===== src/rtl/muldiv_unit.sv =====
// Multi-cycle multiply/divide unit owning the architectural HI/LO registers.
// Radix-2 shift-add multiply and restoring divide on magnitudes, with a final sign-fix cycle.
module muldiv_unit #(
  parameter int unsigned WIDTH = 32
) (
  input  logic             clk,
  input  logic             rst_n,
  input  logic             start,
  input  logic             Mul,
  input  logic             Div,
  input  logic             Unsigned,
  input  logic             mthi,
  input  logic             mtlo,
  input  logic [WIDTH-1:0] op_a,
  input  logic [WIDTH-1:0] op_b,
  output logic [WIDTH-1:0] hi,
  output logic [WIDTH-1:0] lo,
  output logic             busy,
  output logic             done
);

  localparam int unsigned PW = 2 * WIDTH;
  localparam int unsigned W1 = WIDTH + 1;
  localparam int unsigned CW = $clog2(WIDTH + 1);

  typedef enum logic [1:0] {IDLE, CALC, FIX} state_e;

  state_e           state_q, state_d;
  logic [CW-1:0]    cnt_q, cnt_d;
  logic [PW-1:0]    acc_q, acc_d;
  logic [WIDTH-1:0] oper_q, oper_d;
  logic             is_div_q, is_div_d;
  logic             neg_q, neg_d;
  logic             rem_neg_q, rem_neg_d;
  logic             dz_q, dz_d;
  logic [WIDTH-1:0] hi_q, hi_d;
  logic [WIDTH-1:0] lo_q, lo_d;
  logic             busy_q, busy_d;
  logic             done_q, done_d;

  logic             a_neg, b_neg;
  logic [WIDTH-1:0] a_abs, b_abs;
  logic [W1-1:0]    mul_sum;
  logic [PW-1:0]    mul_next;
  logic [W1-1:0]    div_shift;
  logic             div_ge;
  logic [WIDTH-1:0] div_diff;
  logic [PW-1:0]    div_next;
  logic [PW-1:0]    prod_fix;
  logic [WIDTH-1:0] quo_fix, rem_fix;

  // Operand magnitudes and one iteration of each datapath.
  always_comb begin
    a_neg     = !Unsigned && op_a[WIDTH-1];
    b_neg     = !Unsigned && op_b[WIDTH-1];
    a_abs     = a_neg ? WIDTH'(~op_a + WIDTH'(1)) : op_a;
    b_abs     = b_neg ? WIDTH'(~op_b + WIDTH'(1)) : op_b;
    mul_sum   = {1'b0, acc_q[PW-1:WIDTH]} + (acc_q[0] ? {1'b0, oper_q} : W1'(0));
    mul_next  = {mul_sum, acc_q[WIDTH-1:1]};
    div_shift = acc_q[PW-1:WIDTH-1];
    div_ge    = div_shift >= {1'b0, oper_q};
    div_diff  = WIDTH'(div_shift - {1'b0, oper_q});
    div_next  = {(div_ge ? div_diff : div_shift[WIDTH-1:0]), acc_q[WIDTH-2:0], div_ge};
    prod_fix  = neg_q ? PW'(~acc_q + PW'(1)) : acc_q;
    quo_fix   = neg_q ? WIDTH'(~acc_q[WIDTH-1:0] + WIDTH'(1)) : acc_q[WIDTH-1:0];
    rem_fix   = rem_neg_q ? WIDTH'(~acc_q[PW-1:WIDTH] + WIDTH'(1)) : acc_q[PW-1:WIDTH];
  end

  always_comb begin
    state_d   = state_q;
    cnt_d     = cnt_q;
    acc_d     = acc_q;
    oper_d    = oper_q;
    is_div_d  = is_div_q;
    neg_d     = neg_q;
    rem_neg_d = rem_neg_q;
    dz_d      = dz_q;
    hi_d      = hi_q;
    lo_d      = lo_q;
    busy_d    = busy_q;
    done_d    = 1'b0;
    case (state_q)
      IDLE: begin
        if (start) begin
          // A start with an ambiguous op select is a no-op; it still suppresses moves.
          if (Mul ^ Div) begin
            is_div_d  = Div;
            neg_d     = a_neg ^ b_neg;
            rem_neg_d = a_neg;
            dz_d      = (op_b == '0);
            oper_d    = Div ? b_abs : a_abs;
            acc_d     = {WIDTH'(0), (Div ? a_abs : b_abs)};
            cnt_d     = CW'(WIDTH);
            busy_d    = 1'b1;
            state_d   = CALC;
          end
        end else begin
          if (mthi) hi_d = op_a;
          if (mtlo) lo_d = op_a;
        end
      end
      CALC: begin
        acc_d = is_div_q ? div_next : mul_next;
        cnt_d = cnt_q - CW'(1);
        if (cnt_q == CW'(1)) state_d = FIX;
      end
      FIX: begin
        if (is_div_q) begin
          hi_d = rem_fix;
          lo_d = dz_q ? '1 : quo_fix;
        end else begin
          {hi_d, lo_d} = prod_fix;
        end
        busy_d  = 1'b0;
        done_d  = 1'b1;
        state_d = IDLE;
      end
      default: state_d = IDLE;
    endcase
  end

  always_ff @(posedge clk or negedge rst_n) begin
    if (!rst_n) begin
      state_q   <= IDLE;
      cnt_q     <= '0;
      acc_q     <= '0;
      oper_q    <= '0;
      is_div_q  <= 1'b0;
      neg_q     <= 1'b0;
      rem_neg_q <= 1'b0;
      dz_q      <= 1'b0;
      hi_q      <= '0;
      lo_q      <= '0;
      busy_q    <= 1'b0;
      done_q    <= 1'b0;
    end else begin
      state_q   <= state_d;
      cnt_q     <= cnt_d;
      acc_q     <= acc_d;
      oper_q    <= oper_d;
      is_div_q  <= is_div_d;
      neg_q     <= neg_d;
      rem_neg_q <= rem_neg_d;
      dz_q      <= dz_d;
      hi_q      <= hi_d;
      lo_q      <= lo_d;
      busy_q    <= busy_d;
      done_q    <= done_d;
    end
  end

  assign hi   = hi_q;
  assign lo   = lo_q;
  assign busy = busy_q;
  assign done = done_q;

endmodule

===== config.mk =====
export PLATFORM = sky130hd
export DESIGN_NAME = muldiv_unit
export DESIGN_NICKNAME = d
export VERILOG_FILES = /design/src/rtl/muldiv_unit.sv
export SDC_FILE = /design/constraint.sdc
export NUM_CORES = 1
export LEC_CHECK = 0
export CAP_MARGIN = 20
export CELL_PAD_IN_SITES_DETAIL_PLACEMENT = 0
export CELL_PAD_IN_SITES_GLOBAL_PLACEMENT = 2
export CORE_MARGIN = 2
export CORE_UTILIZATION = 38
export DETAILED_ROUTE_END_ITERATION = 16
export PLACE_DENSITY = 0.95
export SLEW_MARGIN = 10
export SYNTH_ARGS = -nofsm -noshare
export SYNTH_HDL_FRONTEND = slang
export SYNTH_SLANG_ARGS = --single-unit

===== constraint.sdc =====
create_clock -name clk -period 8.8 [get_ports clk]
set_clock_uncertainty 0.1 [all_clocks]
set_input_delay 1.76 -clock clk [delete_from_list [all_inputs] [get_ports clk]]
set_output_delay 1.76 -clock clk [all_outputs]
set_load 0.02 [all_outputs]

==> metrics.txt <==
Mapped Avg Cell Area=slightly below 8 um2; count of clock tree sinks=174; final setup violating endpoints=0; remaining global-route overflow=0; Post-CTS Hold Buffers=0; detailed route wirelength on metal3=about 4.5 mm; Die Wd=~200 um; outcome=complete, no violations; Post-Route Setup TNS=0 ps; DRC violations left=0; share of flip-flops with an asynchronous set or reset=between 90% and 100%; first-pass GRT wire length=a little under 90 mm; yosys warns=0; area of all placed cells without fillers=~18,000 um2; synthesized instance count=1,922; highest attainable clock frequency=approximately 210 MHz; number of core rows=73; worst path required time=approximately 9000 ps; number of maximum-capacitance violations=0; placed insts=2,484; maximum ir drop on the vdd rail=0.000163 V; unrepaired setup endpoints after global routing=no; total power density per cell area=around 450 nW/um2; share of power burned in registers=between 20 and 25%; critical path fanouts, max=5; Int Pwr=about 3.8 mW; count of non-filler cells in the finished layout=around 2,500; overall global routing resource usage=28.2%; worst reg2reg setup slack=between 4000 and 5000 ps; post-route met1 wirelength=27.0 mm; total via count in the routed design=15,200; cell at the root of the clock tree=clkbuf_16; count of final max-slew check failures=0; CTS-repair resized insts=0; predominant post-synthesis flop cell=dfrtp_1; DP Area=between 15,000 and 20,000 um2; number of synthesized register bits=~170; number of antenna violations at the first check in global routing=2; worst slew pin tran=between 1000 and 1500 ps; leading post-synthesis cells by cell area=dfrtp_1, o21ai_0, a21oi_1, ha_1, xor2_1; number of nets at the end of the flow=2,122; number of buffers created by CTS=17; P_sw=around 4.1 mW; reported leakage power=around 7.2 nW; power share of the clock group=a little under a tenth; Setup CP Type=in -> reg; hold crit path type=reg -> reg; commonest non-fill, non-tap cell in the layout=nand2_1; Max Root-Sink Buffers=2; crit path time final=4850 ps; growth of design area from synthesis to finish=15.3%; Routed WL per cell=between 20 and 25 um; share of cells above drive strength 1=5.22%; post-synthesis cell area=between 15,000 and 20,000 um2; Relative slew margins=32.1%; H-tree depth=4; area of the die=about 42,000 um2; synth unique cells=69; Iter 0 DRT Violations=around 1,600; total wire length after detailed routing=59.5 mm; data arrival time at the worst-slack endpoint=around 5100 ps; clock tree from TritonCTS=yes; drt first pass iters=6; ratio of routed vias to standard cells=6.04; number of top-level design ports=~140; port bufs=around 140; CP startpoint kind=input pin; met2 wire length=26.1 mm; area inside the core boundary=between 30,000 and 40,000 um2; maximum number of pins on one net before global-route repair=~100; synthesized netlist net count=between 2,000 and 2,500; clock latency of the later-clocked register in the worst-skew pair=460 ps; commonest non-fill, non-tap cells in the layout=nand2_1, o21ai_0, a21oi_1; highest routing layer actually used=met4; final period utilization=between 50 and 60%; number of flops mapped to enable cells by yosys=0; Initial Utilization=38.4%; cell accounting for the most synthesized area=dfrtp_1; worst slack on hold paths=roughly 380 ps; part of the power in combinational logic=between 60 and 70%; sequential-to-total area share from yosys stat=between 20% and 30%; post-synth top area share=28.6%; number of global-route vias before repair=~14,000; switching share of power=52.2%; final weighted congestion in routability-driven placement=0.946; Post-CTS Repair Setup Buffers=0; Post-DRT Antenna Nets=0; clk slew on worst S/H paths=80 ps; endpoints failing hold=0; antenna fix cells=0; HPWL after DPL=about 46 mm; die boundary height=204 um; endpoint class of the critical path=flop
==> cells by family after synthesis <==
| family | after synthesis | synth area share, % |
|---|---|---|
| XOR/XNOR | 169 | 9.72 |
| buffers and inverters | 189 | 4.71 |
| multiplexers | 102 | 6.92 |
| AO/OA/AOI/OAI | 656 | 26.8 |
| AND/OR/NAND/NOR | 560 | 17.3 |
| adder cells (fa/ha/maj) | 72 | 6.01 |
| flip-flops | 174 | 28.6 |
==> worst max-delay path, cell delays in order <==
cell and delay [ps]:
clkdlybuf4s50_1 610, or4_1 660, or4_1 520, or4_1 630, o21ai_1 280, nand2_1 100, xnor2_1 190, nand2_1 70
o21ai_0 120, o221ai_1 140
==> final timing paths <==
kind,from,depth (start not counted),endpoint
worst max register to register,acc_q[0]$_DFFE_PN0P_,13,acc_q[62]$_DFFE_PN0P_
worst min-delay path,lo[3]$_DFFE_PN0P_,2,lo[3]$_DFFE_PN0P_
min in group asynchronous,rst_n,1,acc_q[59]$_DFFE_PN0P_
worst max-delay path,op_a[19],10,acc_q[26]$_DFFE_PN0P_
max in group asynchronous,rst_n,2,lo[28]$_DFFE_PN0P_
worst min register to register,lo[3]$_DFFE_PN0P_,2,lo[3]$_DFFE_PN0P_
==> sequential cells by signal (all words and copies together) (netlist names) <==
register	flops
rem_neg_q	1
state_q	2
done	1
is_div_q	1
acc_q	64
neg_q	1
lo	32
cnt_q	6
hi	32
oper_q	32
busy	1
dz_q	1
==> synth_stat cells, types with 10 or more instances <==
| library cell | n |
|---|---|
| a211oi_1 | 19 |
| a21o_1 | 37 |
| a21oi_1 | 195 |
| a221o_1 | 37 |
| a22oi_1 | 18 |
| a31oi_1 | 19 |
| buf_1 | 16 |
| clkbuf_1 | 102 |
| dfrtp_1 | 174 |
| ha_1 | 70 |
| inv_1 | 65 |
| mux2_2 | 26 |
| mux2i_1 | 76 |
| nand2_1 | 206 |
| nand2b_1 | 22 |
| nand3_1 | 29 |
| nand4_1 | 12 |
| nor2_1 | 148 |
| nor2b_1 | 15 |
| nor3_1 | 28 |
| nor4_1 | 17 |
| o211ai_1 | 13 |
| o21ai_0 | 204 |
| o31ai_1 | 22 |
| o41ai_1 | 10 |
| or3_1 | 17 |
| or4_1 | 17 |
| xnor2_1 | 78 |
| xor2_1 | 91 |
==> metrics by stage <==
| step | power (mW) | setup slack, ps | util [%] |
|---|---|---|---|
| finish | 7.95 | 3950 | 44.3 |
| global route | 8.54 | 3820 | 44.3 |
| CTS | 7.86 | 4000 | 44.3 |
| detailed placement | 7.08 | 3540 | 42.9 |
| global placement | 7.01 | 3530 | 42.9 |
| floorplan | 5.37 | 4440 | - |
==> metal layers <==
| metal | track usage (%) | vias up |
|---|---|---|
| met5 | 0 | - |
| met4 | 9.99 | 0 |
| met3 | 4.37 | 96 |
| met2 | 43.2 | 687 |
| met1 | 40.2 | 7305 |
| li1 | - | 7100 |
==> layout make-up <==
| type | count | area [um2] |
|---|---|---|
| Timing Repair Buffer | 161 | 1550 |
| Clock inverter | 14 | 131 |
| Tap cell | 525 | 657 |
| Fill cell | 3941 | 22100 |
| Sequential cell | 174 | 4360 |
| Inverter | 65 | 244 |
| Multi-Input combinational cell | 1559 | 10200 |
| Clock buffer | 18 | 439 |
==> power groups by stage <==
stage	sequential, mW	combinational (mW)	clock, mW
floorplan	1.69	3.68	0
global placement	1.82	5.19	0
detailed placement	1.83	5.25	0
CTS	1.82	5.27	0.776
global route	1.88	5.85	0.809
finish	1.85	5.34	0.767
Note: power is estimated with default switching activity, not from simulation.
